==> src/rtl/fifo_wr_arbiter.sv <==
`default_nettype none
// ============================================================================
// Module   : fifo_wr_arbiter
// Purpose  : Round-robin arbiter sharing one FIFO write port (nWr/Din/Full)
//            between NREQ producers, granting bursts of up to MaxBurst words.
// Revision : 1.0 - initial release
// ============================================================================
module fifo_wr_arbiter #(
    parameter int NREQ     = 4,
    parameter int Bsize    = 8,
    parameter int MaxBurst = 4
) (
    input  logic                  Clk,
    input  logic                  nRst,
    input  logic [NREQ-1:0]       Req,
    input  logic [NREQ*Bsize-1:0] ReqData,
    output logic [NREQ-1:0]       Ack,
    output logic [NREQ-1:0]       Grant,
    output logic                  nWr,
    output logic [Bsize-1:0]      Din,
    input  logic                  Full,
    output logic                  Busy
);

    localparam int              c_PW        = (NREQ > 1) ? $clog2(NREQ) : 1;
    localparam logic [c_PW-1:0] c_LAST_IDX  = c_PW'(NREQ - 1);
    localparam logic [c_PW-1:0] c_ONE       = c_PW'(1);
    localparam logic [c_PW:0]   c_NREQ_EXT  = (c_PW + 1)'(NREQ);
    localparam logic [7:0]      c_LAST_BEAT = 8'(MaxBurst - 1);

    typedef enum logic [0:0] {
        S_IDLE  = 1'b0,
        S_BURST = 1'b1
    } state_t;

    state_t          r_state;
    logic [c_PW-1:0] r_owner;
    logic [c_PW-1:0] r_ptr;
    logic [7:0]      r_burst_cnt;

    logic [Bsize-1:0] w_slices [NREQ];
    logic [c_PW-1:0]  w_sel;
    logic [c_PW:0]    w_idx;
    logic [c_PW-1:0]  w_owner_next;
    logic             w_busy;
    logic             w_owner_req;
    logic             w_xfer;
    logic             w_release;

    for (genvar i = 0; i < NREQ; i++) begin : g_slice
        assign w_slices[i] = ReqData[i*Bsize +: Bsize];
    end

    // Descending scan so the requester closest to r_ptr (smallest offset) wins.
    always_comb begin
        w_sel = '0;
        w_idx = '0;
        for (int k = NREQ - 1; k >= 0; k--) begin
            w_idx = {1'b0, r_ptr} + (c_PW + 1)'(k);
            if (w_idx >= c_NREQ_EXT) begin
                w_idx = w_idx - c_NREQ_EXT;
            end
            if (Req[w_idx[c_PW-1:0]]) begin
                w_sel = w_idx[c_PW-1:0];
            end
        end
    end

    assign w_busy       = (r_state == S_BURST);
    assign w_owner_req  = Req[r_owner];
    assign w_xfer       = w_busy & w_owner_req & ~Full;
    assign w_release    = w_busy & (~w_owner_req | (w_xfer & (r_burst_cnt == c_LAST_BEAT)));
    assign w_owner_next = (r_owner == c_LAST_IDX) ? '0 : r_owner + c_ONE;

    // Outputs decode directly from reset-cleared state so nWr rises with nRst.
    always_comb begin
        Grant = '0;
        Ack   = '0;
        if (w_busy) begin
            Grant[r_owner] = 1'b1;
        end
        if (w_xfer) begin
            Ack[r_owner] = 1'b1;
        end
    end

    assign Busy = w_busy;
    assign nWr  = ~w_xfer;
    assign Din  = w_xfer ? w_slices[r_owner] : '0;

    always_ff @(posedge Clk or negedge nRst) begin
        if (!nRst) begin
            r_state     <= S_IDLE;
            r_owner     <= '0;
            r_ptr       <= '0;
            r_burst_cnt <= '0;
        end else begin
            case (r_state)
                S_IDLE: begin
                    if (|Req) begin
                        r_owner     <= w_sel;
                        r_burst_cnt <= '0;
                        r_state     <= S_BURST;
                    end
                end
                S_BURST: begin
                    if (w_release) begin
                        r_state     <= S_IDLE;
                        r_ptr       <= w_owner_next;
                        r_burst_cnt <= '0;
                    end else if (w_xfer) begin
                        r_burst_cnt <= r_burst_cnt + 8'd1;
                    end
                end
                default: r_state <= S_IDLE;
            endcase
        end
    end

endmodule
`default_nettype wire

==> config.mk <==
export PLATFORM = sky130hd
export DESIGN_NAME = fifo_wr_arbiter
export DESIGN_NICKNAME = d
export VERILOG_FILES = /design/src/rtl/fifo_wr_arbiter.sv
export SDC_FILE = /design/constraint.sdc
export NUM_CORES = 1
export LEC_CHECK = 0
export CORE_MARGIN = 2
export CORE_UTILIZATION = 35
export CTS_CLUSTER_DIAMETER = 40
export DETAILED_ROUTE_END_ITERATION = 10
export GPL_TIMING_DRIVEN = 1
export PLACE_DENSITY = 0.71
export SLEW_MARGIN = 20
export SYNTH_ARGS = -nofsm -noshare
export SYNTH_HDL_FRONTEND = slang
export SYNTH_SLANG_ARGS = --single-unit
==> constraint.sdc <==
create_clock -name Clk -period 2.3 [get_ports Clk]
set_input_delay 0.23 -clock Clk [delete_from_list [all_inputs] [get_ports Clk]]
set_output_delay 0.23 -clock Clk [all_outputs]
set_load 0.02 [all_outputs]
==> flow_summary.ini, run 1 <==
[detailed_routing]
antenna_left = 0
drt_drc_violations_left = 0
routed_wl_um = 3343
vias = 1210
wl_per_cell_um = 13.87
viasPerCell = 5.021
drtIter0Drc = 46
drt_pre_antenna_iters = 5

[synthesis]
synth_area_leader_cell = dfrtp_1
syn_area_um2 = 1179
synth.distinct_cells = 38
syn_nets = 169
synthCells = 125
yosys_warnings = 0
seq_area_frac_synth_pct = 27.60
syn_avg_cell_area_um2 = 9.429
synth.top_cell.area_share_pct = 27.60
ys_seq_elements = 13
synth.area.top_cells = dfrtp_1, mux4_2, and2_1

[cells_and_area]
fillers = 280
finalNetCount = 240
drive_gt1_share_pct = 16.41
final_common_cell = clkdlybuf4s50_1
diodes = 0
syn_to_final_growth_pct = 61.68
postLayoutCoreUtil_pct = 58.02
layout_common_cells = clkdlybuf4s50_1, and2_1, buf_4, dfrtp_1, inv_1
design_area_um2 = 1906

[grt]
gr-total-overflow = 0
grt_max_degree = 16
grt_first_pass_wirelength_um = 5333
grt_pass1_vias = 1212
grt_usage_pct = 19.13
antenna_found_initial = 0

[clock_network]
htreeDepth = 1
cts-hold-fix-buffers = 0
clk_pin_slew_ps = 80
clk_latency_ps = 280
cts_tree = yes
clkSinkCount = 13
clk_path_buf_depth = 2
cts_buffers = 3
clockRootBuffer = clkbuf_4

[floorplanning]
fp.dieW_um = 62.03
coreArea_um2 = 3284
die_h_um = 62.03
die-area_um2 = 3848
io_pins = 57
initial_core_util_pct = 35.89
placement_rows = 21

[power_and_ir_drop]
p_per_area_nw_per_um2 = 857.7
worst_ir_drop_vdd_v = 0.0004637
power.total_mw = 1.634
leakagePower_nw = 0.8091

[critical_path]
cp-start-kind = flop
crit_arrival_ps = 2000
path_class = reg -> out
endpoint_kind = output port
cp_top_family = multiplexers
crit_required_ps = 2070
cpMaxStageDelayCell = mux4_2
critPathBufInv = 2
worstPathMaxFanout = 13
path_cells = mux4_2 > nand2_1 > nor2_1 > buf_4 > and2_1 > dlygate4sd2_1
max_stage_delay_ps = 540

[placement]
gp_congestion = 0.7646
place_hpwl_um = 2759
portBuffers = 56
placed_cell_area_um2 = 1873

[timing]
post-route-period-util_pct = 96.97
fin_worst_skew_ps = 8.702
hold_viol = 0
worst-slew-pin-transition_ps = 588.3
slew_headroom_pct = 60.66
slew_viol_final = 0
post-route-min-period_ps = 2230
clock.fmax_mhz = 448.4
setup_viol = 0

[status]
run_status = finished clean

[min_path]
worstHoldPathType = in -> async

[flow_run]
max_cap_violations = 0
## cells in the mapped netlist
cell        n
nor2b_1     1
a21boi_0    2
nand4b_1    1
nand3b_1    1
o22a_1      1
mux2_1      2
a31oi_1     1
ha_1        5
o21ai_0     2
nor4_1      3
o211ai_1    1
o2111ai_1   1
mux2_2      1
nor3_1      1
nor4b_1     1
clkbuf_1    1
a222oi_1    1
mux4_2      9
inv_1      12
and2_1     17
a21o_1      7
dfrtp_1    13
nand3_1     6
o21ai_1     1
mux2_4      1
and3b_1     1
o22ai_1     1
nand2_1     6
nand2b_1    2
o21bai_1    1
buf_1       1
or3b_2      1
buf_6       1
buf_2       2
nor2_1      5
and3_1      2
nand4_1     2
a21oi_1     8
## routing by layer
layer  track usage (%)  share of wire (%)  up-vias
met3             4.348                2.8        8
met5                 0                  0        -
li1                  -                  -      597
met1             22.01                 42      579
met4             6.687                2.3        0
met2             34.52                 53       26
## power breakdown
group,leakage (nW),internal [mW],switching [mW]
clock,0.0177,0.0646,0.0768
sequential,0.169,0.286,0.0589
combinational,0.622,0.604,0.544
## cell type report
type / count / area, µm² / area share, %
Timing Repair Buffer: 71 / 670.6 / 35.19
Tap cell: 46 / 57.56 / 3.020
Clock buffer: 3 / 22.52 / 1.182
Inverter: 12 / 45.04 / 2.364
Clock inverter: 1 / 5.005 / 0.2626
Sequential cell: 13 / 325.3 / 17.07
Multi-Input combinational cell: 95 / 779.5 / 40.91
## final timing paths
| path | from | endpoint | slack, ps | cells past startpoint |
|---|---|---|---|---|
| worst max register to register | r_owner[0] | r_ptr[0] | 460 | 5 |
| worst min-delay path | nRst | r_burst_cnt[0] | 310 | 1 |
| worst max-delay path | r_owner[0] | Din[6] | 70 | 6 |
| max in group asynchronous | nRst | r_burst_cnt[2] | 1600 | 1 |
| worst min register to register | r_burst_cnt[7] | r_burst_cnt[7] | 560 | 3 |
| min in group Clk | r_burst_cnt[7] | r_burst_cnt[7] | 560 | 3 |
## stage by stage
step           setup TNS [ps]  cells  hold slack [ps]  setup WS [ps]
3_5_place_dp           -945.5    236            555.5         -86.46
6_report                    0    241            314.9          69.78
4_1_cts                -154.5    240            331.7         -154.5
3_3_place_gp           -414.1    236            534.6         -45.53
5_1_grt                -14.95    241            372.4         -5.828
2_1_floorplan               0    125           -65.59          385.3
## cell families (layout without fill, tap and decap cells)
family | count (synthesis) | after routing | synth area share, %
adders and majority gates | 5 | 5 | 5.308
muxes | 13 | 13 | 21.34
and+or+nand+nor | 50 | 50 | 24.42
DFF | 13 | 13 | 27.60
buffers and inverters | 17 | 87 | 6.262
AOI/OAI and AO/OA | 27 | 27 | 15.08
## registers in the layout (all words and copies together), names as in the netlist
name / count
r_ptr: 2
r_burst_cnt: 8
r_owner: 2
Busy: 1
## repair_timing
item / 4_1_cts / 5_1_grt
resized for setup: 12 / 12
endpoints found under the setup margin: 13 / 13
setup buffers: 0 / 1
(Power assumes the default switching activity.)
==> inputs of run 2 (changes only) <==
==> constraint.sdc (replaced) <==
create_clock -name Clk -period 2.5 [get_ports Clk]
set_input_delay 0.25 -clock Clk [delete_from_list [all_inputs] [get_ports Clk]]
set_output_delay 0.25 -clock Clk [all_outputs]
set_load 0.02 [all_outputs]
==> run 2 against run 1 <==
Highest routed layer unchanged. Largest cell class unchanged. Wire length up 1.5%. Sequential cell count unchanged. Sequential power down 4%. Non-clock buffer count down 4.
==> flow_summary.ini, run 2 (synthesis gave the netlist of run 1 again) <==
[detailed_routing]
viasPerCell = 5.135
wl_per_cell_um = 14.32
vias = 1217
routed.top_layer = met4
antenna_left = 0
routed-wl-met2_um = 1860
routed_wl_um = 3394
wl_met1_um = 1423
dr_wl_met3_um = 83
drt_drc_violations_left = 0
drt_pre_antenna_iters = 4
drtIter0Drc = 50

[timing]
clock.fmax_mhz = 413.3
post-route-min-period_ps = 2420
worst-slew-pin-transition_ps = 605.0
slew_viol_final = 0
tns_ps = 0
fin_worst_skew_ps = 2.343
hold_viol = 0
slew_headroom_pct = 59.54
setup_viol = 0
rsz0062_at_grt = false
post-route-period-util_pct = 96.79

[critical_path]
critPathBufInv = 2
endpoint_kind = output port
worstPathMaxFanout = 13
crit_required_ps = 2250
path_cells = mux4_2 > nand2_1 > nor2_1 > buf_4 > and2_1 > clkdlybuf4s50_1
crit_arrival_ps = 2170
cp_top_family = buffers and inverters
max_stage_delay_ps = 530
cp-start-kind = flop
cpMaxStageDelayCell = clkdlybuf4s50_1
path_class = reg -> out

[clock_network]
clockRootBuffer = clkbuf_4
clkSinkCount = 13
clk_path_buf_depth = 2
clk_latency_ps = 270
cts-hold-fix-buffers = 0
cts_resized = 0
postCtsSetupBuffers = 0
cts_buffers = 3
clk_pin_slew_ps = 80
htreeDepth = 1
cts_tree = yes

[floorplanning]
placement_rows = 21
die_h_um = 62.03
initial_core_util_pct = 35.89
io_pins = 57
fp.dieW_um = 62.03
die-area_um2 = 3848
coreArea_um2 = 3284

[cells_and_area]
diodes = 0
final-seq-area_um2 = 325.3
postLayoutCoreUtil_pct = 57.41
finalNetCount = 236
drive_gt1_share_pct = 14.14
regMostFlops = r_burst_cnt
largest_reg_flops = 8
top_regs = r_burst_cnt (8), r_owner (2), r_ptr (2)
multi_input_area_um2 = 779.5
fillers = 293
final_common_cell = clkdlybuf4s50_1
layout_common_cells = clkdlybuf4s50_1, and2_1, dfrtp_1, inv_1, buf_4
syn_to_final_growth_pct = 59.98

[placement]
portBuffers = 56
place_hpwl_um = 2774
gp_congestion = 0.7663

[power_and_ir_drop]
intPower_mw = 0.8640
p_clk_share_pct = 8.8
pwr-share-comb_pct = 68.8
worst_ir_drop_vdd_v = 0.0004922
p_per_area_nw_per_um2 = 785.7
leakagePower_nw = 0.8083
seq_power_share_pct = 22.4
switching_power_mw = 0.6175
switching_share_pct = 41.68

[grt]
grt_first_pass_wirelength_um = 5361
grt_max_degree = 16
antenna_found_initial = 0
gr-total-overflow = 0
grt_usage_pct = 18.76
grt_pass1_vias = 1180

[status]
run_status = finished clean

[flow_run]
max_cap_violations = 0

[min_path]
worstHoldPathType = in -> async
## run 2: worst paths after layout
path,from,to,slack [ps],depth (start not counted)
worst max-delay path,r_owner[0],Ack[1],80,6
worst min-delay path,nRst,r_burst_cnt[4],350,1
worst max register to register,r_owner[1],r_burst_cnt[3],690,6
worst min register to register,r_burst_cnt[7],r_burst_cnt[7],580,3
max in group asynchronous,nRst,r_ptr[1],1760,1
min in group Clk,r_burst_cnt[7],r_burst_cnt[7],580,3
## run 2: power groups by stage
stage	registers [mW]	logic [mW]	clock network, mW
floorplan	0.328	0.635	0
finish	0.332	1.02	0.130
CTS	0.331	1.03	0.133
detailed placement	0.335	1.03	0
global placement	0.331	1.01	0
global route	0.341	1.10	0.143
## run 2: stage by stage
step           std cells  area [µm²]  power (mW)  hold slack [ps]  setup WS [ps]
2_1_floorplan        125        1179      0.9629           -45.59          565.3
3_3_place_gp         233        1851       1.337            539.4          111.4
3_5_place_dp         233        1851       1.360            558.7          74.26
4_1_cts              237        1878       1.493            356.4          35.41
5_1_grt              237        1886       1.588            391.8          7.603
6_report             237        1886       1.482            349.1          80.19
## run 2: worst reg2reg max path, cell delays in order, from the launching register on
cell      delay (ps)
dfrtp_1          390
buf_4            200
mux2_4           300
a222oi_1         310
buf_4            260
a21o_1           150
a21oi_1           60
## run 2: routing by layer
layer  vias up  track usage (%)
li1        592                -
met1       598            21.91
met4         0            2.128
met5         -                0
met3         2            3.727
met2        25            36.01
## run 2: area by class of cell
type                    instances  share of cell area (%)
multi-input cells              95                   41.34
repair buffers                 67                   34.51
flip-flops and latches         13                   17.25
well taps                      46                   3.052
inverters                      12                   2.389
clock buffers                   3                   1.194
clock inverters                 1                  0.2654
==> inputs of run 3 (changes only) <==
--- a/config.mk
+++ b/config.mk
@@ -8,9 +8,11 @@
 export CORE_MARGIN = 2
 export CORE_UTILIZATION = 35
 export CTS_CLUSTER_DIAMETER = 40
+export CTS_CLUSTER_SIZE = 25
 export DETAILED_ROUTE_END_ITERATION = 10
 export GPL_TIMING_DRIVEN = 1
 export PLACE_DENSITY = 0.71
+export REMOVE_ABC_BUFFERS = 1
 export SLEW_MARGIN = 20
 export SYNTH_ARGS = -nofsm -noshare
 export SYNTH_HDL_FRONTEND = slang
==> run 3 against run 2 <==
Design area up 0.66%. Largest cell class unchanged. Global-route usage down 0.59 points. Die area unchanged. Highest routed layer unchanged. Largest power group unchanged. First-iteration DRC count up 24%.
==> flow_summary.ini, run 3 (synthesis gave the netlist of run 1 again) <==
[detailed_routing]
antenna_left = 0
drt_pre_antenna_iters = 4
routed_wl_um = 3371
viasPerCell = 5.153
vias = 1216
drtIter0Drc = 62
wl_per_cell_um = 14.28
drt_drc_violations_left = 0

[floorplanning]
fp.dieW_um = 62.03
initial_core_util_pct = 35.89
die_h_um = 62.03
die-area_um2 = 3848
io_pins = 57
coreArea_um2 = 3284
placement_rows = 21

[timing]
hold_viol = 0
post-route-min-period_ps = 2405
post-route-period-util_pct = 96.22
setup_viol = 0
slew_headroom_pct = 60.68
slew_viol_final = 0
hold_slack_ps = 345.0
setup_ws_ps = 94.62
fin_worst_skew_ps = 2.238
clock.fmax_mhz = 415.7
worst-slew-pin-transition_ps = 588.0

[cells_and_area]
fillers = 287
syn_to_final_growth_pct = 61.04
postLayoutCoreUtil_pct = 57.79
largest_reg_flops = 8
finalNetCount = 235
drive_gt1_share_pct = 14.74
top_regs = r_burst_cnt (8), r_owner (2), r_ptr (2)
final_common_cell = clkdlybuf4s50_1
instances_no_fill = 236
layout_common_cells = clkdlybuf4s50_1, and2_1, dfrtp_1, inv_1, mux4_2
diodes = 0
regMostFlops = r_burst_cnt

[grt]
antenna_found_initial = 0
grt_pass1_vias = 1173
grt_first_pass_wirelength_um = 5209
grt_usage_pct = 18.17
gr-total-overflow = 0
grt_max_degree = 16

[flow_run]
max_cap_violations = 0

[clock_network]
clk_path_buf_depth = 2
cts_tree = yes
cts_buffers = 3
clkSinkCount = 13
cts-hold-fix-buffers = 0
clk_pin_slew_ps = 80
htreeDepth = 1
clockRootBuffer = clkbuf_4
postCtsSetupBuffers = 0
clk_latency_ps = 270

[critical_path]
worstPathMaxFanout = 6
r2r_end = r_burst_cnt[2]
crit_arrival_ps = 2160
cp-start-kind = flop
endpoint = Ack[1]
startpoint = r_owner[0]
r2r-start = r_owner[1]
endpoint_kind = output port
crit_required_ps = 2250
reg2reg_depth = 6
path_class = reg -> out
reg2reg_slack_ps = 660

[power_and_ir_drop]
leakagePower_nw = 0.8054
worst_ir_drop_vdd_v = 0.0003581
p_per_area_nw_per_um2 = 787.9

[placement]
place_ws_ps = -154.7
place_hpwl_um = 2749
portBuffers = 56
dp.cells = 231
gp_congestion = 0.7269

[min_path]
worstHoldPathType = in -> async

[status]
run_status = finished clean
run 3: cell types whose count changed in the layout (fill, tap and decap cells not counted), sizes merged:
cell / before / now
dlymetal6s2s: 3 / 4
nor2: 5 / 6
clkdlybuf4s50: 53 / 52
buf: 11 / 9
run 3: power breakdown:
| group | switching, mW | leakage [nW] | internal, mW |
|---|---|---|---|
| clock | 0.0671 | 0.0177 | 0.0593 |
| sequential | 0.0705 | 0.169 | 0.263 |
| combinational | 0.491 | 0.619 | 0.545 |
run 3: critical path, stage by stage, from the launching register on:
cell             delay [ps]
dfrtp_1                 400
mux4_2                  540
nand2_2                 150
nor2_4                   70
and2_1                  170
clkdlybuf4s50_1         540
run 3: worst min path at each step:
| stage | startpoint | endpoint | slack, ps | depth (start not counted) |
|---|---|---|---|---|
| floorplan | nRst | Busy | -50 | 0 |
| global placement | r_burst_cnt[7] | r_burst_cnt[7] | 540 | 3 |
| detailed placement | r_burst_cnt[7] | r_burst_cnt[7] | 550 | 3 |
| CTS | nRst | r_burst_cnt[7] | 350 | 1 |
| global route | nRst | r_burst_cnt[5] | 380 | 1 |
| finish | nRst | r_burst_cnt[6] | 340 | 1 |
run 3: layout make-up:
class	count	area [µm²]	share of cell area, %
Multi-Input combinational cell	96	800.8	42.19
Timing Repair Buffer	65	641.9	33.82
Sequential cell	13	325.3	17.14
Tap cell	46	57.56	3.032
Inverter	12	45.04	2.373
Clock buffer	3	22.52	1.187
Clock inverter	1	5.005	0.2637
run 3: timing repair:
action	in CTS	in global routing
endpoints found under the hold margin	0	0
cloned	0	1
resized for setup	2	7
pin swaps	0	1
setup endpoints to repair	13	11
run 3: routing by layer:
metal / GRT usage, % / part of all wire [%] / wire [µm]
met1: 21.03 / 40 / 1357
met2: 36.01 / 56 / 1882
met3: 2.484 / 3.4 / 113
met4: 1.824 / 0.56 / 19
met5: 0 / 0 / 0
run 3: per-stage QoR:
step	area [µm²]	total power, mW	setup TNS (ps)
finish	1898	1.496	0
global route	1898	1.615	-7.724
CTS	1871	1.482	0
detailed placement	1836	1.341	-1780
global placement	1836	1.321	-934.7
floorplan	1150	0.9289	0
